$ cat config.mk
export PLATFORM = sky130hd
export DESIGN_NAME = mips_fetch_exec_unit
export DESIGN_NICKNAME = d
export VERILOG_FILES = /design/src/rtl/mips_fetch_exec_unit.sv
export SDC_FILE = /design/constraint.sdc
export NUM_CORES = 1
export LEC_CHECK = 0
export CELL_PAD_IN_SITES_DETAIL_PLACEMENT = 0
export CELL_PAD_IN_SITES_GLOBAL_PLACEMENT = 1
export CORE_MARGIN = 1.5
export CORE_UTILIZATION = 40
export DETAILED_ROUTE_END_ITERATION = 10
export GPL_TIMING_DRIVEN = 1
export PLACE_DENSITY_LB_ADDON = 0.15
export SLEW_MARGIN = 0
export SYNTH_ARGS = -nofsm -noshare
export SYNTH_HDL_FRONTEND = slang
export SYNTH_SLANG_ARGS = --single-unit
$ cat constraint.sdc
create_clock -name clk -period 15.8 [get_ports clk]
set_input_delay 3.16 -clock clk [delete_from_list [all_inputs] [get_ports clk]]
set_output_delay 3.16 -clock clk [all_outputs]
set_load 0.1 [all_outputs]
$ cat src/rtl/mips_fetch_exec_unit.sv
// Single-cycle MIPS fetch/execute slice: program counter, next-PC selection,
// main/ALU decode and the 32-bit ALU, with a sticky halt raised by syscall.
module mips_fetch_exec_unit #(
  parameter logic [31:0] RESET_PC = 32'h0000_0000
) (
  input  logic        clk,
  input  logic        rst_b,
  input  logic [31:0] inst,
  input  logic [31:0] rs_data,
  input  logic [31:0] rt_data,
  output logic [31:0] inst_addr,
  output logic [31:0] alu_result,
  output logic        zero,
  output logic        reg_dst,
  output logic        mem_to_reg,
  output logic        reg_write,
  output logic        mem_write_en,
  output logic        halted
);

  typedef enum logic [3:0] {
    ALU_ADD, ALU_SUB, ALU_AND, ALU_OR, ALU_XOR, ALU_NOR,
    ALU_SLT, ALU_SLTU, ALU_SLL, ALU_SRL, ALU_SRA, ALU_LUI
  } alu_op_e;

  localparam logic [5:0] OP_RTYPE = 6'h00, OP_J     = 6'h02, OP_BEQ   = 6'h04,
                         OP_BNE   = 6'h05, OP_ADDI  = 6'h08, OP_ADDIU = 6'h09,
                         OP_SLTI  = 6'h0A, OP_SLTIU = 6'h0B, OP_ANDI  = 6'h0C,
                         OP_ORI   = 6'h0D, OP_XORI  = 6'h0E, OP_LUI   = 6'h0F,
                         OP_LW    = 6'h23, OP_SW    = 6'h2B;

  localparam logic [5:0] FN_SLL  = 6'h00, FN_SRL  = 6'h02, FN_SRA  = 6'h03,
                         FN_JR   = 6'h08, FN_SYSC = 6'h0C, FN_ADD  = 6'h20,
                         FN_ADDU = 6'h21, FN_SUB  = 6'h22, FN_SUBU = 6'h23,
                         FN_AND  = 6'h24, FN_OR   = 6'h25, FN_XOR  = 6'h26,
                         FN_NOR  = 6'h27, FN_SLT  = 6'h2A, FN_SLTU = 6'h2B;

  logic [5:0]  opcode, funct;
  logic [4:0]  shamt;
  logic [31:0] pc_q, pc_next, pc4;
  logic [31:0] imm_sext, imm_zext, src_b;
  logic        halted_q;

  alu_op_e alu_op;
  logic    use_imm, imm_unsigned;
  logic    is_beq, is_bne, is_j, is_jr, is_syscall;
  logic    dec_reg_write, dec_mem_write;

  assign opcode   = inst[31:26];
  assign funct    = inst[5:0];
  assign shamt    = inst[10:6];
  assign imm_sext = {{16{inst[15]}}, inst[15:0]};
  assign imm_zext = {16'h0000, inst[15:0]};

  // NOTE: every always_comb output gets a default first so no path leaves it unassigned (no latches).
  always_comb begin
    alu_op        = ALU_ADD;
    use_imm       = 1'b0;
    imm_unsigned  = 1'b0;
    is_beq        = 1'b0;
    is_bne        = 1'b0;
    is_j          = 1'b0;
    is_jr         = 1'b0;
    is_syscall    = 1'b0;
    reg_dst       = 1'b0;
    mem_to_reg    = 1'b0;
    dec_reg_write = 1'b0;
    dec_mem_write = 1'b0;
    unique case (opcode)
      OP_RTYPE: begin
        reg_dst       = 1'b1;
        dec_reg_write = 1'b1;
        case (funct)
          FN_ADD, FN_ADDU: alu_op = ALU_ADD;
          FN_SUB, FN_SUBU: alu_op = ALU_SUB;
          FN_AND:          alu_op = ALU_AND;
          FN_OR:           alu_op = ALU_OR;
          FN_XOR:          alu_op = ALU_XOR;
          FN_NOR:          alu_op = ALU_NOR;
          FN_SLT:          alu_op = ALU_SLT;
          FN_SLTU:         alu_op = ALU_SLTU;
          FN_SLL:          alu_op = ALU_SLL;
          FN_SRL:          alu_op = ALU_SRL;
          FN_SRA:          alu_op = ALU_SRA;
          FN_JR: begin
            is_jr         = 1'b1;
            dec_reg_write = 1'b0;
          end
          FN_SYSC: begin
            is_syscall    = 1'b1;
            dec_reg_write = 1'b0;
          end
          default: begin
            reg_dst       = 1'b0;
            dec_reg_write = 1'b0;
          end
        endcase
      end
      OP_ADDI, OP_ADDIU: begin use_imm = 1'b1; dec_reg_write = 1'b1; alu_op = ALU_ADD;  end
      OP_SLTI:           begin use_imm = 1'b1; dec_reg_write = 1'b1; alu_op = ALU_SLT;  end
      OP_SLTIU:          begin use_imm = 1'b1; dec_reg_write = 1'b1; alu_op = ALU_SLTU; end
      OP_ANDI: begin use_imm = 1'b1; imm_unsigned = 1'b1; dec_reg_write = 1'b1; alu_op = ALU_AND; end
      OP_ORI:  begin use_imm = 1'b1; imm_unsigned = 1'b1; dec_reg_write = 1'b1; alu_op = ALU_OR;  end
      OP_XORI: begin use_imm = 1'b1; imm_unsigned = 1'b1; dec_reg_write = 1'b1; alu_op = ALU_XOR; end
      OP_LUI:  begin use_imm = 1'b1; dec_reg_write = 1'b1; alu_op = ALU_LUI; end
      OP_LW: begin
        use_imm       = 1'b1;
        mem_to_reg    = 1'b1;
        dec_reg_write = 1'b1;
      end
      OP_SW: begin
        use_imm       = 1'b1;
        dec_mem_write = 1'b1;
      end
      OP_BEQ: begin is_beq = 1'b1; alu_op = ALU_SUB; end
      OP_BNE: begin is_bne = 1'b1; alu_op = ALU_SUB; end
      OP_J:   is_j = 1'b1;
      default: ;
    endcase
  end

  assign src_b = use_imm ? (imm_unsigned ? imm_zext : imm_sext) : rt_data;

  always_comb begin
    alu_result = 32'h0000_0000;
    case (alu_op)
      ALU_ADD:  alu_result = rs_data + src_b;
      ALU_SUB:  alu_result = rs_data - src_b;
      ALU_AND:  alu_result = rs_data & src_b;
      ALU_OR:   alu_result = rs_data | src_b;
      ALU_XOR:  alu_result = rs_data ^ src_b;
      ALU_NOR:  alu_result = ~(rs_data | src_b);
      ALU_SLT:  alu_result = {31'h0, $signed(rs_data) < $signed(src_b)};
      ALU_SLTU: alu_result = {31'h0, rs_data < src_b};
      ALU_SLL:  alu_result = rt_data << shamt;
      ALU_SRL:  alu_result = rt_data >> shamt;
      ALU_SRA:  alu_result = $unsigned($signed(rt_data) >>> shamt);
      ALU_LUI:  alu_result = {inst[15:0], 16'h0000};
      default:  alu_result = 32'h0000_0000;
    endcase
  end

  assign zero = (alu_result == 32'h0000_0000);

  // A halted core (or the syscall instruction itself) freezes the PC and suppresses all writes.
  always_comb begin
    pc4 = pc_q + 32'd4;
    if (halted_q || is_syscall)      pc_next = pc_q;
    else if (is_jr)                  pc_next = rs_data;
    else if (is_j)                   pc_next = {pc4[31:28], inst[25:0], 2'b00};
    else if ((is_beq && zero) || (is_bne && !zero))
                                     pc_next = pc4 + {imm_sext[29:0], 2'b00};
    else                             pc_next = pc4;
  end

  assign reg_write    = dec_reg_write && !halted_q;
  assign mem_write_en = dec_mem_write && !halted_q;

  // NOTE: sequential state uses non-blocking assignments so all registers update from pre-edge values.
  always_ff @(posedge clk) begin
    if (rst_b) begin
      pc_q     <= RESET_PC;
      halted_q <= 1'b0;
    end else begin
      pc_q <= pc_next;
      if (is_syscall) halted_q <= 1'b1;
    end
  end

  assign inst_addr = pc_q;
  assign halted    = halted_q;

endmodule

### After elaboration in Yosys (flattened, before gate mapping)

Cells that the tools add are included.
W data, S select, Z words.

| storage, ports and cells | value |
|---|---|
| flip-flop bits (word level) | 33 |
| input port bits | 98 |
| output and inout port bits | 70 |
| logic and storage cells | 95 |

| cells by class | value |
|---|---|
| add/sub/neg operators | 4 |
| $lt $le $gt $ge | 2 |
| eq/ne operators | 38 |
| shift operators | 3 |
| muxes and demuxes | 23 |
| bitwise gates (word level) | 4 |
| reductions and logical operators | 19 |

Operators by type and width:

| kind | number |
|---|---|
| $pmux W32 S12 | 1 |
| $mux W32 | 5 |
| $eq A6 B6 Y1 const B | 12 |
| $add A32 B32 Y32 | 2 |
| $lt A32 B32 Y1 | 2 |
| $eq A6 B4 Y1 const B | 10 |
| $pmux W4 S10 | 1 |
| $add A32 B3 Y32 const B | 1 |
| $and A32 B32 Y32 | 1 |
| $logic_not A32 Y1 | 1 |
| $not A32 Y32 | 1 |
| $or A32 B32 Y32 | 1 |
| $pmux W4 S8 | 1 |
| $shl A32 B5 Y32 | 1 |
| $shr A32 B5 Y32 | 1 |
| $sshr A32 B5 Y32 | 1 |
| $sub A32 B32 Y32 | 1 |
| $xor A32 B32 Y32 | 1 |
| $eq A6 B2 Y1 const B | 3 |
| $eq A4 B3 Y1 const B | 4 |
| $eq A4 B4 Y1 const B | 4 |
| $reduce_or A15 Y1 | 1 |
| $mux W1 | 14 |
| $reduce_or A13 Y1 | 1 |
| other kinds (13) | 22 |

### Depth between registers and ports, before layout

Gate-level depths: netlist (run 1).

| logic depth | value |
|---|---|
| depth in word-level cells | 15 |
| gate-level depth with buffers | 26 |
| mapped depth without buffers | 21 |

### Worst setup path before layout (run 1)

No wires, ideal clock.

| path | value |
|---|---|
| path type | input to output |
| start point | input inst[26] |
| end point | output zero |
| arrival time | 10.327 ns |
| required time | 12.640 ns |
| setup slack | 2.313 ns |
| stages | 18 |
| path buffers | 2 |
| cell sequence | buf_2 > nand4b_1 > a21oi_1 > clkbuf_1 > mux2_2 > ha_1 > fa_1 > o21ba_2 > nor4_2 > nor4_1 > a2111o_1 > nand3_1 > a211o_1 > mux2i_1 > o211ai_1 > nand4b_1 > or3_4 > nor3_1 |

| between the ends | value |
|---|---|
| longest elaborated chain between the ends | 9 |
| elaborated cells on any way between the ends | 43 |
| those cells by class | add/sub (2); order compare (2); eq/ne (23); mux (6); bitwise (4); reduce/logical (6) |

RTL lines:

| element | line | RTL |
|---|---|---|
| start, declared | 8 | `input logic [31:0] inst,` |
| parallel branches: the longest is 7 deep, another holds $sub A32 B32 Y32 | n/a |  |
| $pmux W32 S12 * | 126 | `case (alu_op)` |
| net alu_result[28] | 12 | `output logic [31:0] alu_result,` |
| $logic_not A32 Y1 * | 143 | `assign zero = (alu_result == 32'h0000_0000);` |
| end, declared | 13 | `output logic zero,` |

Mark *: on every way through the listed nets, which the timed path passes.

### Final worst setup path (run 1)

| path | value |
|---|---|
| start point | input inst[26] |
| end point | output zero |

| between the ends | value |
|---|---|
| longest elaborated chain between the ends | 9 |
| elaborated cells on any way between the ends | 43 |
| those cells by class | add/sub (2); order compare (2); eq/ne (23); mux (6); bitwise (4); reduce/logical (6) |

RTL lines:

| element | line |
|---|---|
| parallel branches: the longest is 7 deep, another holds $sub A32 B32 Y32 | n/a |
| $pmux W32 S12 * | 126 |
| $logic_not A32 Y1 * | 143 |

Every way passes the cells marked *.

==> results of run 1 <==
==> worst paths after layout <==
check	from	slack, ps	endpoint
worst max-delay path	inst[26]	1420	zero
worst min-delay path	inst_addr[0]	530	inst_addr[0]
worst max register to register	inst_addr[4]	10640	inst_addr[31]
worst min register to register	inst_addr[0]	530	inst_addr[0]
==> area by class of cell <==
type	count	share of cell area
Sequential cell	33	0.0370
Tap cell	518	0.0363
Multi-Input combinational cell	1878	0.781
Clock inverter	2	0.000561
Clock buffer	6	0.00723
Timing Repair Buffer	212	0.112
Inverter	123	0.0259
Antenna cell	3	0.000421
==> cell families after synthesis <==
family,after synthesis,synth area share
compound gates,779,0.343
buf+inv,312,0.0860
flops,33,0.0415
simple gates,725,0.229
mux,175,0.158
fa+ha+maj,134,0.107
xor+xnor,65,0.0358
==> flip-flops by register name, summed over array words and instances, names as in the netlist <==
signal	count
inst_addr	32
halted	1
==> placed cells by master (no fill, tap or decap), types with 24 or more instances in the layout <==
| cell type | netlist | layout |
|---|---|---|
| a211oi_1 | 39 | 39 |
| nor2_1 | 218 | 218 |
| ha_1 | 131 | 131 |
| o21a_1 | 39 | 39 |
| dfxtp_1 | 33 | 33 |
| xnor2_1 | 47 | 47 |
| o22ai_1 | 30 | 30 |
| a21o_1 | 34 | 34 |
| o21ai_0 | 126 | 126 |
| o211ai_1 | 35 | 35 |
| mux2i_1 | 73 | 73 |
| nand2_1 | 162 | 162 |
| nand3_1 | 53 | 53 |
| a21oi_1 | 184 | 183 |
| mux2_2 | 41 | 41 |
| nand2b_1 | 24 | 24 |
| inv_1 | 118 | 118 |
| clkdlybuf4s50_1 | 0 | 162 |
| mux4_2 | 54 | 54 |
| buf_4 | 10 | 47 |
| nor3_1 | 71 | 71 |
==> where the power goes <==
group / internal [mW] / switching (mW) / total (mW)
clock: 0.0580 / 0.0427 / 0.101
combinational: 0.248 / 0.548 / 0.797
sequential: 0.0852 / 0.00372 / 0.0890
==> Yosys cell counts, types with 12 or more instances <==
library cell | count | area (um^2)
nor4_1 | 24 | 150
clkbuf_1 | 86 | 323
a211o_1 | 13 | 114
xor2_1 | 18 | 158
a221o_1 | 15 | 150
o21ai_0 | 126 | 631
a31oi_1 | 21 | 131
o21a_1 | 39 | 293
nand4_1 | 20 | 125
buf_2 | 72 | 360
ha_1 | 131 | 1640
nor3_1 | 71 | 355
o21bai_1 | 12 | 90.1
a22oi_1 | 14 | 105
nor2b_1 | 20 | 125
nand2_1 | 162 | 608
dfxtp_1 | 33 | 661
nand3_1 | 53 | 265
a21o_1 | 34 | 255
mux4_2 | 54 | 1220
a21oi_1 | 184 | 921
mux2i_1 | 73 | 731
or3_1 | 22 | 138
and2_1 | 21 | 131
inv_1 | 118 | 443
nand2b_1 | 24 | 150
o31ai_1 | 23 | 173
a221oi_1 | 23 | 201
a211oi_1 | 39 | 293
mux2_2 | 41 | 462
o22ai_1 | 30 | 188
o211ai_1 | 35 | 263
xnor2_1 | 47 | 412
o221ai_1 | 16 | 140
nor2_1 | 218 | 818
and3_1 | 22 | 138
==> per-layer routing <==
metal	share of wire	vias up
li1	-	8486
met1	0.40	9329
met2	0.45	1132
met3	0.088	215
met4	0.063	4
met5	0.00034	-
==> worst reg2reg max path, stage by stage (launching register included) <==
cell       delay (ps)
dfxtp_1           450
nand3_1           130
nor2_1            210
nand4_1           260
nor2_1            330
and2_1            250
nor2b_1           270
xor2_1            220
ha_1              320
a21o_1            190
a21oi_1           240
nand2b_1          100
or3_1             290
or3_1             330
nand2_1           110
o21ai_0           120
o21a_1            180
nor2_1            120
xor2_1            100
a2111oi_0         420
a311oi_1          110
a211o_1           280
==> metrics by stage <==
stage	util	area, um^2	hold slack, ps	instances	setup slack (ps)
6_report	0.457	17800	535	2775	1420
5_1_grt	0.457	17800	580	2772	1100
4_1_cts	0.457	17800	535	2772	1480
3_5_place_dp	0.453	17700	513	2764	1520
3_3_place_gp	0.453	17700	506	2764	1800
2_1_floorplan	-	15900	989	2223	2310
==> results by group, run 1 <==
Routing
  – Post-DRT Antenna Nets: 0
  – Post-DR vias/cell: 6.91
  – Post-Route WL: 84.4 mm
  – Vias: 19,200
  – WL per Instance: 30.4 um
  – Drc violations: 0
  – DRT iter0 DRCs: 2,227
  – DR pass1 iterations: 5

Floorplan
  – Starting Density: 0.408
  – Row count: 72
  – Die Y: 203 um
  – Die X: 203 um
  – IO Count: 168
  – Core area: 39,000 um^2
  – Die footprint: 41,000 um^2

Setup path
  – Crit Path Class: primary input to primary output
  – Startpoint types: primary input
  – Crit path max fanout: 20
  – WP data arrival: 11,220 ps
  – Crit-path slowest cell: clkdlybuf4s50_1
  – Critical path cell sequence: clkdlybuf4s50_1, nand4b_1, a21oi_4, buf_4, mux2_2, ha_1, fa_1, o21ba_2, nor4_2, nor4_1, a2111o_1, nand3_1, a211o_1, a21oi_1, nor4_1, nor4b_2, nand4b_2, nor3_1, clkdlybuf4s50_1
  – CP bufs+invs: 3
  – Data required, critical path: 12,640 ps
  – CP top delay family: simple AND/OR/NAND/NOR gates
  – CP Depth: 19
  – Register-to-Register Path Depth: 21
  – Crit path capture type: primary output
  – CP max stage delay: 1230 ps

Clock tree
  – Clk buf depth: 2
  – Skew-Pair Late Insertion Delay: 300 ps
  – Clock-pin slew on the worst setup and hold paths: 60 ps
  – Clk sinks: 33
  – Root Buffer: clkbuf_16
  – CTS Buf Count: 5
  – Postcts setup bufs: 0
  – H-tree depth: 2
  – Post-CTS resize count: 0
  – CTS tree: built
  – Hold Buf Count CTS: 0

Finish
  – Layout cells sized above 1: 0.102
  – FF+latch area: 661 um^2
  – Layout Nets: 2,485
  – Fillers: 4,065
  – Area growth from synthesis to layout: 12.0%
  – Area occupied by multi-input gates: 13,900 um^2

Synth
  – Synth Register Bits: 33
  – Avg Inst Size Synth: 7.16 um^2
  – Ys flop type: dfxtp_1
  – Yosys Warn Count: 0
  – Post-Syn Area: 15,900 um^2
  – Post-synth EDFFs: 0
  – Asr flop ratio synth: 0
  – Sequential share of the synthesized area: 0.0415
  – Syn Nets: 2,455
  – Distinct cells, synth: 120
  – Mapped Cells: 2,223

Timing
  – Unrepaired setup endpoints after global routing: false
  – Fmax: 69.5 MHz
  – Final Skew: 6.18 ps
  – Slew HR: 0.179
  – Fin crit period: 14,380 ps
  – Fin Setup TNS: 0 ps
  – Max Slew Vio Count: 0
  – Endpoints failing hold: 0
  – Final period utilization: 0.910
  – Final Setup Violations: 0
  – Worst-margin pin slew: 1220 ps

Global routing
  – M1 GR Usage: 0.507
  – Grt total ovfl: 0
  – Initial antenna violation count: 5
  – First-pass GRT wire length: 122 mm
  – Largest net degree at the start of global routing: 65
  – Most used routing layer: met2
  – GRT Total Usage: 0.397
  – Met3 Use GR: 0.0568
  – Vias in the first global route: 18,000
  – M2 GR Usage: 0.647

Placed design
  – DP Wirelength: 65.5 mm
  – IO Port Bufs: 167
  – Final Wtd Congestion: 1.02

Pwr
  – Pleak: 7.04 nW
  – Power, Total: 986 uW
  – Pwr per Cell Area: 55.3 nW/um^2
  – Maximum VDD drop: 0.0625 mV

Min path
  – Min-delay worst type: flop to flop
  – Worst hold path depth: 2

Run status
  – Status: finished clean

Run
  – Maxcap violations: 0
No activity file was read; power rests on OpenSTA's default activity.
==> run 2, diff against run 1 <==
Settings changed: CELL_PAD_IN_SITES_DETAIL_PLACEMENT 0 to 1, CELL_PAD_IN_SITES_GLOBAL_PLACEMENT 1 to 2, CORE_UTILIZATION 40 to 37.
==> run 2 against run 1 <==
  * Final area up 0.32%
  * Sequential share of layout area about the same
  * Via count up 0.86%
  * Sequential power about the same
  * Combinational power up 2%
  * Non-clock buffer count up 4
  * Maximum frequency down 0.28%
  * Critical path depth down 1
==> results by group, run 2 (synthesis gave the netlist of run 1 again) <==
Finish
  – Largest register FFs: 32 (unchanged)
  – Layout cells sized above 1: 0.105 (+0.00203)
  – Area occupied by multi-input gates: 13,900 um^2 (about the same)
  – FF+latch area: 661 um^2 (unchanged)
  – Most common cell after layout, fill and taps aside: nor2_1
  – Area growth from synthesis to layout: 12.4%
  – Design Area, Final: 17,900 um^2 (+0.32%)
  – Fillers: 5,285 (+30%)
  – Non-Filler Instances: 2,798 (+0.83%)
  – Most frequent cells in the layout: nor2_1 (218), a21oi_1 (183), nand2_1 (162), clkdlybuf4s50_1 (162), ha_1 (131)
  – Layout Nets: 2,489 (+0.16%)

Global routing
  – Grt total ovfl: 0 (unchanged)
  – GRT Total Usage: 0.396 (about the same)
  – Initial antenna violation count: 3 (-2)
  – Largest net degree at the start of global routing: 64 (-1.5%)
  – Vias in the first global route: 19,200 (+6.9%)
  – First-pass GRT wire length: 131 mm (+7.4%)

Pwr
  – Pleak: 7.06 nW (+0.28%)
  – Maximum VDD drop: 0.0387 mV (-38%)
  – Pwr per Cell Area: 56.1 nW/um^2 (+1.5%)

Setup path
  – Data required, critical path: 12,640 ps (about the same)
  – Crit path max fanout: 19 (-5.0%)
  – Startpoint types: primary input
  – Crit path capture type: primary output
  – Crit Path Class: primary input to primary output
  – WP data arrival: 11,260 ps (+40 ps)

Timing
  – Fin crit period: 14,420 ps (+39.7 ps)
  – Final Skew: 7.33 ps (+1.15 ps)
  – Max Slew Vio Count: 0 (unchanged)
  – Final Setup Violations: 0 (unchanged)
  – Endpoints failing hold: 0 (unchanged)
  – Fin Setup TNS: 0 ps (unchanged)
  – Worst-margin pin slew: 1210 ps (-15.2 ps)
  – Fmax: 69.3 MHz (-0.28%)
  – Hold_ws: 534 ps (-0.999 ps)
  – Slew HR: 0.174 (-0.00442)
  – Unrepaired setup endpoints after global routing: false
  – Final period utilization: 0.913 (+0.00251)

Min path
  – Min-delay worst type: flop to flop

Routing
  – Post-DRT Antenna Nets: 0 (unchanged)
  – Vias: 19,300 (+0.86%)
  – Post-DR vias/cell: 6.91 (about the same)
  – Drc violations: 0 (unchanged)
  – DRT iter0 DRCs: 1,829 (-18%)
  – WL per Instance: 32.1 um (+5.4%)
  – Post-Route WL: 89.7 mm (+6.3%)
  – DR pass1 iterations: 6 (+1)

Floorplan
  – Core area: 42,200 um^2 (+8.3%)
  – Row count: 75 (+4.2%)
  – IO Count: 168 (unchanged)
  – Die footprint: 44,300 um^2 (+8.0%)
  – Die Y: 210 um (+3.9%)
  – Starting Density: 0.377 (-0.0311)
  – Die X: 210 um (+3.9%)

Clock tree
  – Postcts setup bufs: 0 (unchanged)
  – Skew-Pair Late Insertion Delay: 300 ps (about the same)
  – CTS tree: built
  – H-tree depth: 2 (unchanged)
  – Root Buffer: clkbuf_16
  – Clock-pin slew on the worst setup and hold paths: 60 ps (about the same)
  – Hold Buf Count CTS: 0 (unchanged)
  – Clk buf depth: 2 (unchanged)
  – Clk sinks: 33 (unchanged)
  – CTS Buf Count: 5 (unchanged)
  – Post-CTS resize count: 0 (unchanged)

Placed design
  – IO Port Bufs: 167 (unchanged)
  – Post-DP Area: 17,800 um^2 (+0.35%)
  – DP Wirelength: 69.9 mm (+6.7%)
  – Final Wtd Congestion: 1.03 (+1.1%)
  – # placed instances: 2,789 (+0.90%)

Run status
  – Status: finished clean

Run
  – Maxcap violations: 0 (unchanged)
-- run 2: changes by cell type in the layout (fill, tap and decap cells not counted), sizes merged --
cell   change
buf        +4
diode      -2
-- run 2: layer usage --
| metal | up-vias | track usage | routed length (um) |
|---|---|---|---|
| li1 | 8484 | - | - |
| met1 | 9641 | 0.509 | 36800 |
| met2 | 982 | 0.656 | 41300 |
| met3 | 222 | 0.0493 | 6610 |
| met4 | 2 | 0.196 | 5010 |
| met5 | - | 0 | 11 |
-- run 2: path summary, 6_finish.rpt --
| path | slack, ps | cells after the start | from | endpoint |
|---|---|---|---|---|
| max | 1380 | 18 | inst[26] | zero |
| min | 530 | 2 | inst_addr[1] | inst_addr[1] |
| max reg2reg | 10090 | 19 | inst_addr[4] | inst_addr[31] |
| min reg2reg | 530 | 2 | inst_addr[1] | inst_addr[1] |
-- run 2: worst max-delay path, stage by stage --
cell and delay, ps:
clkdlybuf4s50_1 1000, nand4b_1 370, a21oi_4 670, mux2_2 330
inv_1 80, ha_1 490, inv_1 180, o31ai_1 860
nor2_1 80, a31oi_1 460, a221oi_1 220, a221o_1 330
a2111oi_0 640, and3_1 240, and4bb_1 230, nand4b_2 230
nor3_1 380, clkdlybuf4s50_1 1270
-- run 2: per-stage QoR --
| step | worst slack, ps | total power, mW | utilization |
|---|---|---|---|
| floorplan | 2310 | 0.639 | - |
| global placement | 1460 | 0.880 | 0.420 |
| detailed placement | 1490 | 0.885 | 0.420 |
| CTS | 1450 | 0.990 | 0.424 |
| global route | 1090 | 1.04 | 0.424 |
| finish | 1380 | 1.00 | 0.424 |
-- run 2: layout make-up --
| type | instances | share of cell area |
|---|---|---|
| Multi-Input combinational cell | 1878 | 0.779 |
| Timing Repair Buffer | 216 | 0.113 |
| Tap cell | 539 | 0.0377 |
| Sequential cell | 33 | 0.0369 |
| Inverter | 123 | 0.0258 |
| Clock buffer | 6 | 0.00720 |
| Clock inverter | 2 | 0.000559 |
| Antenna cell | 1 | 0.000140 |
-- run 2: where the power goes --
part | internal (mW) | switching (mW)
Clock | 0.0581 | 0.0436
Combinational | 0.250 | 0.564
Sequential | 0.0852 | 0.00379
